## src/rtl/mem_arb_pkg.sv

```systemverilog
// Shared types for the data-memory arbiter: FSM states, port indices, request bundle.
package mem_arb_pkg;

  typedef enum logic {
    IDLE    = 1'b0,
    RD_WAIT = 1'b1
  } arb_state_t;

  localparam logic PORT_CORE = 1'b0;
  localparam logic PORT_DBG  = 1'b1;

  typedef struct packed {
    logic        we;
    logic [31:0] addr;
    logic [31:0] wdata;
    logic [2:0]  mask;
  } mem_req_t;

endpackage

```

## src/rtl/rr_pick2.sv

```systemverilog
// Two-way priority picker: sole requester wins, otherwise the port named by prio.
module rr_pick2 (
  input  logic [1:0] req,
  input  logic       prio,
  output logic [1:0] gnt,
  output logic       win
);

  always_comb begin
    win = req[1] & (~req[0] | prio);
    gnt = {req[1] & win, req[0] & ~win};
  end

endmodule

```

## src/rtl/dmem_arbiter.sv

```systemverilog
// Round-robin arbiter sharing one synchronous-read data memory between core (port 0)
// and debug/loader (port 1); stores finish in the grant cycle, loads return one cycle later.
module dmem_arbiter
  import mem_arb_pkg::*;
#(
  parameter int MAX_LOCK = 8
) (
  input  logic        clk,
  input  logic        reset,
  input  logic        c_req,
  input  logic        c_we,
  input  logic [31:0] c_addr,
  input  logic [31:0] c_wdata,
  input  logic [2:0]  c_mask,
  input  logic        d_req,
  input  logic        d_we,
  input  logic [31:0] d_addr,
  input  logic [31:0] d_wdata,
  input  logic [2:0]  d_mask,
  input  logic        d_lock,
  output logic        c_gnt,
  output logic        d_gnt,
  output logic        c_rvalid,
  output logic        d_rvalid,
  output logic [31:0] rdata,
  output logic        c_stall,
  output logic [31:0] mem_addr,
  output logic [31:0] mem_wdata,
  output logic [2:0]  mem_mask,
  output logic        mem_rd_en,
  output logic        mem_wr_en,
  input  logic [31:0] mem_rdata
);

  localparam int CW = $clog2(MAX_LOCK + 1);
  localparam logic [CW-1:0] LOCK_MAX = CW'(MAX_LOCK);

  arb_state_t    state_q, state_d;
  logic          prio_q, prio_d;
  logic [CW-1:0] lock_cnt_q, lock_cnt_d;
  logic          out_port_q, out_port_d;
  logic [31:0]   rdata_q, rdata_d;

  logic [1:0] req_vec;
  logic [1:0] gnt;
  logic       win;
  logic       granted;
  mem_req_t   c_bus, d_bus, sel;

  // Grants are suppressed while reset is high so the memory sees nothing during reset.
  assign req_vec = {d_req, c_req} & {2{(state_q == IDLE) & ~reset}};
  assign c_bus   = '{we: c_we, addr: c_addr, wdata: c_wdata, mask: c_mask};
  assign d_bus   = '{we: d_we, addr: d_addr, wdata: d_wdata, mask: d_mask};

  rr_pick2 u_pick (
    .req  (req_vec),
    .prio (prio_q),
    .gnt  (gnt),
    .win  (win)
  );

  always_comb begin
    granted   = |gnt;
    sel       = win ? d_bus : c_bus;
    c_gnt     = gnt[PORT_CORE];
    d_gnt     = gnt[PORT_DBG];
    mem_addr  = granted ? sel.addr  : 32'h0;
    mem_wdata = granted ? sel.wdata : 32'h0;
    mem_mask  = granted ? sel.mask  : 3'b000;
    mem_wr_en = granted & sel.we;
    mem_rd_en = granted & ~sel.we;

    c_rvalid  = (state_q == RD_WAIT) & (out_port_q == PORT_CORE);
    d_rvalid  = (state_q == RD_WAIT) & (out_port_q == PORT_DBG);
    rdata     = (c_rvalid | d_rvalid) ? mem_rdata : rdata_q;
    c_stall   = ~reset & c_req & ~(c_gnt & c_we) & ~c_rvalid;

    state_d    = state_q;
    out_port_d = out_port_q;
    rdata_d    = rdata_q;
    case (state_q)
      IDLE: begin
        if (mem_rd_en) begin
          state_d    = RD_WAIT;
          out_port_d = win;
        end
      end
      RD_WAIT: begin
        state_d = IDLE;
        rdata_d = mem_rdata;
      end
      default: state_d = IDLE;
    endcase

    lock_cnt_d = lock_cnt_q;
    if (!d_lock || c_gnt) begin
      lock_cnt_d = '0;
    end else if (d_gnt && lock_cnt_q != LOCK_MAX) begin
      lock_cnt_d = lock_cnt_q + CW'(1);
    end

    // Port 1 keeps priority under lock until its run reaches MAX_LOCK, then yields once.
    prio_d = prio_q;
    if (granted) begin
      prio_d = ~win;
      if (d_gnt && d_lock && lock_cnt_d != LOCK_MAX) prio_d = PORT_DBG;
    end
  end

  always_ff @(posedge clk or posedge reset) begin
    if (reset) begin
      state_q    <= IDLE;
      prio_q     <= PORT_CORE;
      lock_cnt_q <= '0;
      out_port_q <= PORT_CORE;
      rdata_q    <= 32'h0;
    end else begin
      state_q    <= state_d;
      prio_q     <= prio_d;
      lock_cnt_q <= lock_cnt_d;
      out_port_q <= out_port_d;
      rdata_q    <= rdata_d;
    end
  end

endmodule

```

## config.mk

```make
export PLATFORM = sky130hd
export DESIGN_NAME = dmem_arbiter
export DESIGN_NICKNAME = d
export VERILOG_FILES = /design/src/rtl/mem_arb_pkg.sv /design/src/rtl/rr_pick2.sv /design/src/rtl/dmem_arbiter.sv
export SDC_FILE = /design/constraint.sdc
export NUM_CORES = 1
export LEC_CHECK = 0
export ABC_AREA = 1
export BUFFER_PORTS_ARGS = -buffer_cell sky130_fd_sc_hd__buf_2
export CAP_MARGIN = 20
export CORE_AREA = 4 4 106 108
export CTS_CLUSTER_SIZE = 30
export DETAILED_ROUTE_END_ITERATION = 7
export DIE_AREA = 0 0 110 112
export GPL_TIMING_DRIVEN = 0
export PLACE_DENSITY = 0.69
export SYNTH_ARGS = -nofsm -noshare
export SYNTH_HDL_FRONTEND = slang
export SYNTH_SLANG_ARGS = --single-unit
```

## constraint.sdc

```tcl
create_clock -name clk -period 2.3 [get_ports clk]
set_input_delay 0 -clock clk [delete_from_list [all_inputs] [get_ports clk]]
set_output_delay 0 -clock clk [all_outputs]
set_load 0.02 [all_outputs]
```

# [Yosys cells after proc, flatten, opt, wreduce, memory -nomap -nowiden]
# Index checks and enable logic that the tools add are counted.
# Widths: inputs -> output; s select.
[totals] register_bits=39 input_bits=173 output_inout_bits=106 word_cells=48
[op_classes] add_sub_neg=1 n_eq_ne=2 mux=10 bitwise_logic=23 n_reduce_logical=7
[ops] operator="$mux 32" n=3
[ops] operator="$mux 68" n=1
[ops] operator="$and 1x1->1" n=12
[ops] operator="$mux 4" n=2
[ops] operator="$ne 4x4->1 const B" n=2
[ops] operator="$not 1->1" n=8
[ops] operator="$add 4x1->4 const B" n=1
[ops] operator="$logic_and 1x1->1" n=3
[ops] operator="$mux 3" n=1
[ops] operator="$and 2x2->2" n=1
[ops] operator="$mux 1" n=2
[ops] operator="$or 1x1->1" n=2
[ops] operator="$pmux 1 s2" n=1
[ops] operator="$reduce_and 2->1" n=1
[ops] operator="$reduce_or 2->1" n=1
[ops] operator="$logic_not 1->1" n=1
[ops] operator="$logic_or 1x1->1" n=1

# [Longest topological paths before layout]
# Gate-level depths: netlist (run 1).
[logic_depth] depth_word=13 mapped_depth=11

# [Cells and area by module]
# Synthesis (run 1) repeated with hierarchy kept, for this count alone.
[unflattened] hier_cells=468 area_unflattened_um2=2826.5
[modules_own_cells] mod="dmem_arbiter" n_inst=1 cells_per_inst=463 area_each_um2=2791.4 seq_area_each_um2=975.9
[modules_own_cells] mod="rr_pick2" n_inst=1 cells_per_inst=5 area_each_um2=35.0 seq_area_each_um2=0.0

# [Worst setup path before layout (run 1)]
# OpenSTA, ideal clock, no wires.
[synth_timing] path_kind="input to output" from="input port reset" to="output port mem_mask[0]" t_arrival_ns=1.594 required_time_ns=2.300 setup_slack_ns=0.706 stages=7 n_path_buf=2 cell_sequence="inv_2 -> nand3_4 -> nand2_8 -> buf_6 -> buf_4 -> nand2_1 -> a21oi_1"
[synth_between] elab_chain_len=10 elab_cells_between_ends=12
[synth_lines] item="start, declared" line="dmem_arbiter.sv:9" text="input logic reset,"
[synth_lines] item="$not 1->1 (*)" line="dmem_arbiter.sv:51" text="assign req_vec = {d_req, c_req} & {2{(state_q == IDLE) & ~reset}};"
[synth_lines] item="$and 1x1->1 (*)" line="dmem_arbiter.sv:51"
[synth_lines] item="$and 2x2->2 (*)" line="dmem_arbiter.sv:51"
[synth_lines] item="$not 1->1" line="rr_pick2.sv:10" text="win = req[1] & (~req[0] | prio);"
[synth_lines] item="$or 1x1->1" line="rr_pick2.sv:10"
[synth_lines] item="$and 1x1->1" line="rr_pick2.sv:10"
[synth_lines] item="$not 1->1" line="rr_pick2.sv:11" text="gnt = {req[1] & win, req[0] & ~win};"
[synth_lines] item="$and 1x1->1" line="rr_pick2.sv:11"
[synth_lines] item="$reduce_or 2->1" line="dmem_arbiter.sv:63" text="granted = |gnt;"
[synth_lines] item="$mux 3 (*)" line="dmem_arbiter.sv:69" text="mem_mask = granted ? sel.mask : 3'b000;"
[synth_lines] item="end, declared" line="dmem_arbiter.sv:29" text="output logic [2:0] mem_mask,"
# Every way passes the cells marked *; elsewhere a longest branch is shown, timed or not.

# [Final worst setup path (run 1)]
[layout_timing] from="register state_q" to="output port mem_addr[10]"
[layout_between] elab_chain_len=10 elab_cells_between_ends=12
[layout_lines] item="start, declared" line="dmem_arbiter.sv:38" text="arb_state_t state_q, state_d;"
[layout_lines] item="start signal, assigned" line="dmem_arbiter.sv:118" text="state_q <= state_d;"
[layout_lines] item="$not 1->1 (*)"
[layout_lines] item="$and 1x1->1 (*)" line="dmem_arbiter.sv:51"
[layout_lines] item="$and 2x2->2 (*)" line="dmem_arbiter.sv:51"
[layout_lines] item="$not 1->1" line="rr_pick2.sv:10"
[layout_lines] item="$or 1x1->1" line="rr_pick2.sv:10"
[layout_lines] item="$and 1x1->1" line="rr_pick2.sv:10"
[layout_lines] item="$not 1->1" line="rr_pick2.sv:11"
[layout_lines] item="$and 1x1->1" line="rr_pick2.sv:11"
[layout_lines] item="$reduce_or 2->1" line="dmem_arbiter.sv:63"
[layout_lines] item="$mux 32 (*)" line="dmem_arbiter.sv:67" text="mem_addr = granted ? sel.addr : 32'h0;"
[layout_lines] item="end, declared" line="dmem_arbiter.sv:27" text="output logic [31:0] mem_addr,"
# Marked as above.

==> flow_summary.json, run 1 <==
{
  "synth_compound_area_share_pct": 14.0,
  "yosysTopAreaCell": "nand2_1",
  "grt_remaining_overflow": 0,
  "r2r_cells": 10,
  "cts-root-buf": "clkbuf_8",
  "grt_max_degree": 40,
  "cap_viol_max_count": 0,
  "rows": 37,
  "setup_viol": 0,
  "yosysTopAreaCellShare_pct": 36.8,
  "whs_ps": 136,
  "finalHoldViolCount": 0,
  "post-route-min-period_ps": 2170,
  "stdcell_area_mm2": 0.00487,
  "clock_skew_ps": 7.27,
  "max_clock_freq_mhz": 461,
  "drt-vias-per-instance": 4.44,
  "numClockSinks": 39,
  "final_util_pct": 47.6,
  "area_growth_pct": 72.5,
  "vdd_drop_max_v": 0.000277,
  "arrival_ps": 2170,
  "synthAdderAreaFrac_pct": 0.886,
  "post-dp-hpwl_um": 10000,
  "path_max_fanout": 10,
  "antenna_found_initial": 0,
  "syn_inst": 462,
  "run_status": "finished clean",
  "drc": 0,
  "yosysWarnings": 0,
  "grt_pass1_wl_um": 19000,
  "synthTopCellsByCount": "277 x nand2_1, 72 x a21oi_1, 39 x dfrtp_1, 19 x buf_2, 15 x inv_1",
  "die_x_um": 110,
  "vias": 4082,
  "cts_tree": "built",
  "place_ws_ps": 2.20,
  "ys.flop_type": "dfrtp_1",
  "placed_cell_area_mm2": 0.00439,
  "antenna_left": 0,
  "tightestPinTransition_ps": 420,
  "htree_levels": 2,
  "p_leak_nw": 3.02,
  "mappedNetlistArea_mm2": 0.00283,
  "pin_count": 279,
  "drive_gt1_share_pct": 40.7,
  "worstHoldPathType": "input pin to flop",
  "synth_edf_count": 0,
  "core-area_mm2": 0.0102,
  "numPortBuffers": 278,
  "critPathLaunch": "state_q",
  "routedWlPerCell_um": 13.8,
  "post_cts_buffers": 0,
  "hold-path-cell-count": 4,
  "synthArstFlopShare_pct": 100,
  "synth.most_common_cell": "nand2_1",
  "clk_path_buf_depth": 2,
  "reg2reg_from": "lock_cnt_q[0]",
  "cts_buffers": 5,
  "synthTopCellsByArea": "nand2_1 37%, dfrtp_1 35%, a21oi_1 13%",
  "wirelength_um": 12700,
  "power.density_mw_per_mm2": 582,
  "drv_slew": 0,
  "end_kind": "output port",
  "rsz0062_at_grt": "false",
  "avgSynthCellArea_um2": 6.12,
  "fin_ws_ps": 130,
  "crit_type": "flop to output port",
  "synth_simple_gate_area_share_pct": 42.9,
  "synth_xor_area_share_pct": 0.310,
  "hp-start": "c_we",
  "grt_pass1_vias": 3922,
  "ys_seq_elements": 39,
  "drtIter0Drc": 291,
  "critPathRequiredTime_ps": 2300,
  "antenna_cells": 0,
  "slew-limit-headroom_pct": 72.0,
  "clk_pin_slew_ps": 80,
  "die-area_mm2": 0.0123,
  "gp_congestion": 0.860,
  "ys_seq_area_share_pct": 34.5,
  "worstSetupStartpointType": "flop",
  "dr.pass1.iters": 5,
  "fin_crit_sh_pct": 94.4,
  "gr-usage-all-layers_pct": 19.3,
  "yosysUniqueCellTypes": 28,
  "clk-insertion-delay-late_ps": 290,
  "nets": 958,
  "synth_top_family_by_area": "simple AND/OR/NAND/NOR gates",
  "die_h_um": 112,
  "synth.mux.area_fraction_pct": 0,
  "synth_nets": 637,
  "start_util_pct": 27.6
}
-- sequential cells by signal, summed over array words and instances (netlist names) --
register / count
lock_cnt_q: 4
out_port_q: 1
prio_q: 1
rdata_q: 32
state_q: 1
-- what timing repair did --
action | in CTS | in global routing
resized for setup | 1 | 0
endpoints found under the setup margin | 1 | 0
endpoints found under the hold margin | 73 | 0
hold buffers | 36 | 0
-- layout make-up --
| type | instances | area (um2) |
|---|---|---|
| Clock buffer | 5 | 68.8 |
| Fill cell | 1082 | 5360 |
| Sequential cell | 39 | 976 |
| Tap cell | 136 | 170 |
| Inverter | 17 | 68.8 |
| Multi-Input combinational cell | 378 | 1640 |
| Clock inverter | 3 | 46.3 |
| Buffer | 28 | 144 |
| Timing Repair Buffer | 314 | 1760 |
-- power breakdown --
group / internal (mW) / switching [mW]
Combinational: 0.494 / 0.881
Clock: 0.327 / 0.256
Sequential: 0.836 / 0.0404
-- cells in the final DEF (no fill, tap or decap) --
| cell | Yosys | final |
|---|---|---|
| buf_2 | 19 | 297 |
| nand2_1 | 277 | 277 |
| a21oi_1 | 72 | 72 |
| dfrtp_1 | 39 | 39 |
| dlygate4sd3_1 | 0 | 35 |
| inv_1 | 15 | 15 |
| nor2_1 | 7 | 7 |
| buf_1 | 5 | 5 |
| clkbuf_8 | 0 | 5 |
| nand3_1 | 3 | 3 |
| nand4_1 | 3 | 3 |
| inv_4 | 1 | 2 |
| buf_4 | 2 | 2 |
| o21ai_0 | 2 | 2 |
| ha_1 | 2 | 2 |
| clkbuf_1 | 1 | 1 |
| nand2_4 | 1 | 1 |
| nor2_8 | 1 | 1 |
| nand3_4 | 1 | 1 |
| nand2_8 | 1 | 1 |
| buf_6 | 1 | 1 |
| nor3_4 | 1 | 1 |
| a21boi_2 | 1 | 1 |
| nor2_4 | 1 | 1 |
| xor2_1 | 1 | 1 |
| nand3_2 | 1 | 1 |
| nor3_1 | 1 | 1 |
| o31ai_1 | 1 | 1 |
| o21ai_1 | 1 | 1 |
| bufinv_16 | 0 | 1 |
| inv_6 | 0 | 1 |
| clkinvlp_4 | 0 | 1 |
| buf_12 | 0 | 1 |
-- metrics by stage --
stage               power [mW]  cells  TNS, ps
finish                    2.83    920        0
global route              3.04    920        0
CTS                       2.86    920        0
detailed placement        2.22    876        0
global placement          2.21    876    -24.9
floorplan                 1.69    462        0
-- layer usage --
| metal | global-route usage [%] | vias up | share of wire, % |
|---|---|---|---|
| li1 | - | 2085 | - |
| met1 | 24.2 | 1788 | 40 |
| met2 | 34.4 | 195 | 50 |
| met3 | 2.67 | 14 | 8.4 |
| met4 | 4.82 | 0 | 1.6 |
| met5 | 0 | - | 0 |
-- critical path: stages (launching register included) --
cell and delay (ps):
dfrtp_1 360, buf_2 220, nor2_8 200, nand2_8 100, inv_4 130, buf_2 290
nand2_1 80, a21oi_1 260, buf_2 240
-- cell families after synthesis --
kind of cell               count (synthesis)
and+or+nand+nor                          298
DFF                                       39
AOI/OAI and AO/OA                         77
xor gates and xnor gates                   1
adders and majority gates                  2
buffers and inverters                     45
-- worst paths after layout --
check | slack, ps | to
worst max-delay path | 130 | mem_addr[10]
worst max register to register | 700 | prio_q
min in group asynchronous | 400 | rdata_q[28]
max in group asynchronous | 1700 | lock_cnt_q[3]
worst min register to register | 470 | rdata_q[30]
worst min-delay path | 140 | state_q
Note: power is estimated with default switching activity, not from simulation.
==> run 2, diff against run 1 <==
--- a/config.mk
+++ b/config.mk
@@ -14,6 +14,7 @@
 export DIE_AREA = 0 0 110 112
 export GPL_TIMING_DRIVEN = 0
 export PLACE_DENSITY = 0.69
+export RECOVER_POWER = 50
 export SYNTH_ARGS = -nofsm -noshare
 export SYNTH_HDL_FRONTEND = slang
 export SYNTH_SLANG_ARGS = --single-unit
==> run 2 against run 1 <==
Effect of this change: wire length is 0.35% higher; first-iteration DRC count is 2.1% lower; cell count unchanged; clock power barely moved; non-clock buffer count unchanged; setup slack got worse by 14 ps; sequential power about the same; design area shrank 0.67%; global-route usage is the same; critical path depth is the same; utilization decreased by 0.32 points; critical path type unchanged; critical endpoint unchanged; largest cell class unchanged; highest routed layer unchanged.
==> flow_summary.json, run 2 (synthesis gave the netlist of run 1 again) <==
{
  "power_frac_seq_pct": 31.1,
  "pin_count": 279,
  "post-route-min-period_ps": 2180,
  "final_cell_mix": "286 x buf_2, 277 x nand2_1, 72 x a21oi_1, 39 x dfrtp_1, 35 x dlygate4sd3_1",
  "fillers": 1090,
  "antenna_found_initial": 0,
  "layout_commonest_cell": "buf_2",
  "fin_ws_ps": 115,
  "die_x_um": 110,
  "grt_pass1_vias": 3922,
  "area_growth_pct": 71.4,
  "finalHoldViolCount": 0,
  "end_kind": "output port",
  "critPathRequiredTime_ps": 2300,
  "post-dp-hpwl_um": 10000,
  "max_clock_freq_mhz": 458,
  "wirelength_um": 12800,
  "ff_latch_area_um2": 976,
  "tightestPinTransition_ps": 958,
  "antenna_left": 0,
  "drv_slew": 0,
  "cts-root-buf": "clkbuf_8",
  "worstSetupStartpointType": "flop",
  "cap_viol_max_count": 0,
  "grt_pass1_wl_um": 19000,
  "clock_power_share_pct": 20.6,
  "p_leak_nw": 2.98,
  "wl_met1_um": 5220,
  "gp_congestion": 0.860,
  "vdd_drop_max_v": 0.000277,
  "power.density_mw_per_mm2": 582,
  "rows": 37,
  "reg2reg_from": "state_q",
  "numPortBuffers": 278,
  "setup_viol": 0,
  "drc": 0,
  "combPwrFrac_pct": 48.3,
  "nets": 958,
  "fin_crit_sh_pct": 95.0,
  "gr-usage-all-layers_pct": 19.3,
  "intPower_mw": 1.64,
  "drtIter0Drc": 285,
  "clk_path_buf_depth": 2,
  "cp_slowest_cell": "dfrtp_1",
  "drt-vias-per-instance": 4.46,
  "path_max_fanout": 10,
  "drive_gt1_share_pct": 39.2,
  "layout.cells.non_filler": 920,
  "vias": 4105,
  "cts_buffers": 5,
  "grt_remaining_overflow": 0,
  "grt_max_degree": 40,
  "place_ws_ps": 2.20,
  "crit_top_cell": "buf_2",
  "arrival_ps": 2180,
  "cts_tree": "built",
  "die-area_mm2": 0.0123,
  "wl_met2_um": 6370,
  "clk-insertion-delay-late_ps": 290,
  "crit_type": "flop to output port",
  "core-area_mm2": 0.0102,
  "crit_path_max_incr_delay_ps": 360,
  "largest_register_ffs": 32,
  "htree_levels": 2,
  "cp-endpoint": "mem_addr[10]",
  "worstHoldPathType": "input pin to flop",
  "max_flop_register": "rdata_q",
  "clock_skew_ps": 8.10,
  "start_util_pct": 27.6,
  "critPathLaunch": "state_q",
  "rsz0062_at_grt": "false",
  "numClockSinks": 39,
  "p_sw_mw": 1.18,
  "die_h_um": 112,
  "switching_share_pct": 41.8,
  "clk_pin_slew_ps": 80,
  "slew-limit-headroom_pct": 36.1,
  "wl_met3_um": 985,
  "dr.pass1.iters": 4,
  "r2r_end": "prio_q",
  "r2r_cells": 9,
  "multiInputGateArea_mm2": 0.00164,
  "place_inst": 876,
  "routedWlPerCell_um": 13.9,
  "largest_registers": "rdata_q (32), lock_cnt_q (4)",
  "hold-path-cell-count": 4,
  "run_status": "finished clean",
  "antenna_cells": 0,
  "path_cells": "buf_2 -> nor2_8 -> nand2_8 -> inv_4 -> buf_2 -> nand2_1 -> a21oi_1 -> buf_2",
  "ff2ff_setup_slack_ps": 600,
  "highest_layer": "met4"
}
==> run 2: routing by layer <==
layer,GRT usage [%],vias up
li1,-,2086
met1,24.2,1825
met2,34.4,180
met3,2.67,14
met4,4.82,0
met5,0,-
==> run 2: worst max-delay path: cells and delay by family (launching register included) <==
family | cells | cell delay, ps
AND/OR/NAND/NOR | 3 | 390
buffers and inverters | 4 | 890
AO/OA/AOI/OAI | 1 | 260
flip-flops | 1 | 360
==> run 2: repair_timing <==
action / in CTS / in global routing
hold buffers: 36 / 0
setup endpoints to repair: 1 / 0
hold endpoints to repair: 73 / 0
setup buffers: 0 / 0
gates resized for setup: 1 / 0
==> run 2: how the worst min path moves through the flow <==
stage,start,endpoint
after CTS,c_we,state_q
after floorplan,reset,lock_cnt_q[0]
after global placement,d_we,out_port_q
final,c_we,state_q
after global routing,c_we,state_q
after detailed placement,d_we,out_port_q
==> run 2: layout make-up <==
cell class              instances  share of cell area (%)
repair buffers                314                    35.8
multi-input cells             378                    33.8
flip-flops and latches         39                    20.2
well taps                     136                    3.51
plain buffers                  28                    2.97
clock buffers                   5                    1.42
inverters                      17                    1.42
clock inverters                 3                   0.956
==> run 2: per-stage QoR <==
step / power (mW) / utilization, % / TNS [ps] / area (um2) / hold slack [ps]
detailed placement: 2.22 / 42.9 / 0 / 4390 / 199
CTS: 2.86 / 47.6 / 0 / 4870 / 133
global route: 3.03 / 47.3 / 0 / 4840 / 148
finish: 2.82 / 47.3 / 0 / 4840 / 136
floorplan: 1.69 / - / 0 / 2830 / 11.7
global placement: 2.21 / 42.9 / -24.9 / 4390 / 200
==> run 2: power by group through the flow <==
stage	clock, mW	combinational, mW	sequential, mW
global placement	0	1.32	0.887
finish	0.580	1.36	0.876
detailed placement	0	1.33	0.891
global route	0.632	1.50	0.894
CTS	0.601	1.38	0.876
floorplan	0	0.808	0.881
==> run 3, diff against run 2 <==
--- a/config.mk
+++ b/config.mk
@@ -13,6 +13,7 @@
 export DETAILED_ROUTE_END_ITERATION = 7
 export DIE_AREA = 0 0 110 112
 export GPL_TIMING_DRIVEN = 0
+export MAX_ROUTING_LAYER = met4
 export PLACE_DENSITY = 0.69
 export RECOVER_POWER = 50
 export SYNTH_ARGS = -nofsm -noshare
==> run 3 against run 2 <==
Effect of this change: clock-buffer cell count unchanged; sequential power about the same; clock power about the same; critical path type unchanged; critical endpoint unchanged; design area unchanged; combinational power about the same; non-clock buffer count unchanged; largest cell class unchanged; utilization unchanged.
==> flow_summary.json, run 3 (synthesis gave the netlist of run 1 again) <==
{
  "p_leak_nw": 2.98,
  "combPwrFrac_pct": 48.3,
  "largest_registers": "rdata_q (32), lock_cnt_q (4)",
  "post-dp-hpwl_um": 10000,
  "drc": 0,
  "final_util_pct": 47.3,
  "drv_slew": 0,
  "cts-root-buf": "clkbuf_8",
  "clock_power_share_pct": 20.6,
  "drtIter0Drc": 291,
  "drt-vias-per-instance": 4.45,
  "power.density_mw_per_mm2": 582,
  "start_util_pct": 27.6,
  "post-route-min-period_ps": 2190,
  "routedWlPerCell_um": 13.8,
  "grt_pass1_vias": 3929,
  "die_x_um": 110,
  "use_met1_pct": 24.6,
  "fin_crit_sh_pct": 95.1,
  "antenna_cells": 0,
  "post_cts_buffers": 0,
  "antenna_left": 0,
  "dr.pass1.iters": 4,
  "clk-insertion-delay-late_ps": 290,
  "top_usage_layer": "met2",
  "layout.cells.non_filler": 920,
  "nets": 958,
  "power_frac_seq_pct": 31.1,
  "gp_congestion": 0.874,
  "worstHoldPathType": "input pin to flop",
  "end_kind": "output port",
  "numClockSinks": 39,
  "grt_pass1_wl_um": 19000,
  "die-area_mm2": 0.0123,
  "crit_path_max_incr_delay_ps": 360,
  "whs_ps": 136,
  "cts_tree": "built",
  "numPortBuffers": 278,
  "max_flop_register": "rdata_q",
  "crit_type": "flop to output port",
  "antenna_found_initial": 0,
  "max_clock_freq_mhz": 457,
  "pin_count": 279,
  "clk_pin_slew_ps": 80,
  "core-area_mm2": 0.0102,
  "clock_skew_ps": 8.03,
  "totalPowerFinal_mw": 2.82,
  "cts_buffers": 5,
  "cp_slowest_cell": "dfrtp_1",
  "vias": 4096,
  "worstSetupStartpointType": "flop",
  "slew-limit-headroom_pct": 36.1,
  "switching_share_pct": 41.8,
  "place_inst": 876,
  "arrival_ps": 2190,
  "layout_commonest_cell": "buf_2",
  "cap_viol_max_count": 0,
  "met3_usage_pct": 1.97,
  "largest_register_ffs": 32,
  "p_sw_mw": 1.18,
  "vdd_drop_max_v": 0.000277,
  "grt_max_degree": 40,
  "setup_viol": 0,
  "finalHoldViolCount": 0,
  "gr-usage-all-layers_pct": 19.9,
  "critPathRequiredTime_ps": 2300,
  "path_max_fanout": 10,
  "area_growth_pct": 71.4,
  "path_cells": "buf_2 -> nor2_8 -> nand2_8 -> inv_4 -> buf_2 -> nand2_1 -> a21oi_1 -> buf_2",
  "crit_top_cell": "buf_2",
  "final_cell_mix": "286 x buf_2, 277 x nand2_1, 72 x a21oi_1, 39 x dfrtp_1, 35 x dlygate4sd3_1",
  "rsz0062_at_grt": "false",
  "clk_path_buf_depth": 2,
  "wirelength_um": 12700,
  "grt_use_met2_pct": 34.4,
  "drive_gt1_share_pct": 39.2,
  "run_status": "finished clean",
  "die_h_um": 112,
  "tightestPinTransition_ps": 958,
  "setup_tns_ps": 0,
  "htree_levels": 2,
  "rows": 37,
  "intPower_mw": 1.64,
  "grt_remaining_overflow": 0
}
-- run 3: cell counts in the layout (fill, tap and decap cells not counted) --
Identical to the previous run, type by type.
-- run 3: final cells by class --
class | count | area, um2
Fill cell | 1090 | 5390
Timing Repair Buffer | 314 | 1730
Tap cell | 136 | 170
Sequential cell | 39 | 976
Multi-Input combinational cell | 378 | 1640
Inverter | 17 | 68.8
Clock inverter | 3 | 46.3
Buffer | 28 | 144
Clock buffer | 5 | 68.8
-- run 3: worst paths after layout --
path / startpoint / to / slack, ps / depth (start not counted)
worst max-delay path: state_q / mem_addr[10] / 110 / 8
worst min-delay path: c_we / state_q / 140 / 4
worst max register to register: state_q / prio_q / 600 / 9
worst min register to register: rdata_q[30] / rdata_q[30] / 470 / 2
max in group asynchronous: reset / lock_cnt_q[3] / 1010 / 4
min in group asynchronous: reset / rdata_q[28] / 690 / 4
-- run 3: metal layers --
layer	up-vias	wire length [um]
met1	1819	5200
met3	14	975
met4	0	208
li1	2086	-
met2	177	6350
met5	-	0
-- run 3: power groups by stage --
stage	Combinational [mW]	Clock, mW	Sequential (mW)
after floorplan	0.808	0	0.881
after CTS	1.38	0.601	0.876
after detailed placement	1.33	0	0.891
final	1.36	0.580	0.876
after global routing	1.50	0.631	0.894
after global placement	1.32	0	0.887
-- run 3: worst max-delay path: cells and delay by family, from the launching register on --
kind                   cells  cell delay (ps)
AO/OA/AOI/OAI              1              260
buffers and inverters      4              890
flip-flops                 1              360
AND/OR/NAND/NOR            3              390
-- run 3: what timing repair did --
action / CTS / global route
hold buffers: 36 / 0
hold endpoints to repair: 73 / 0
resized for setup: 1 / 0
endpoints found under the setup margin: 1 / 0
-- run 3: through the flow --
stage          instance area [um2]  setup slack [ps]
4_1_cts                       4870               133
2_1_floorplan                 2830               706
6_report                      4840               112
3_5_place_dp                  4390              2.20
3_3_place_gp                  4390             -24.9
5_1_grt                       4840              24.7
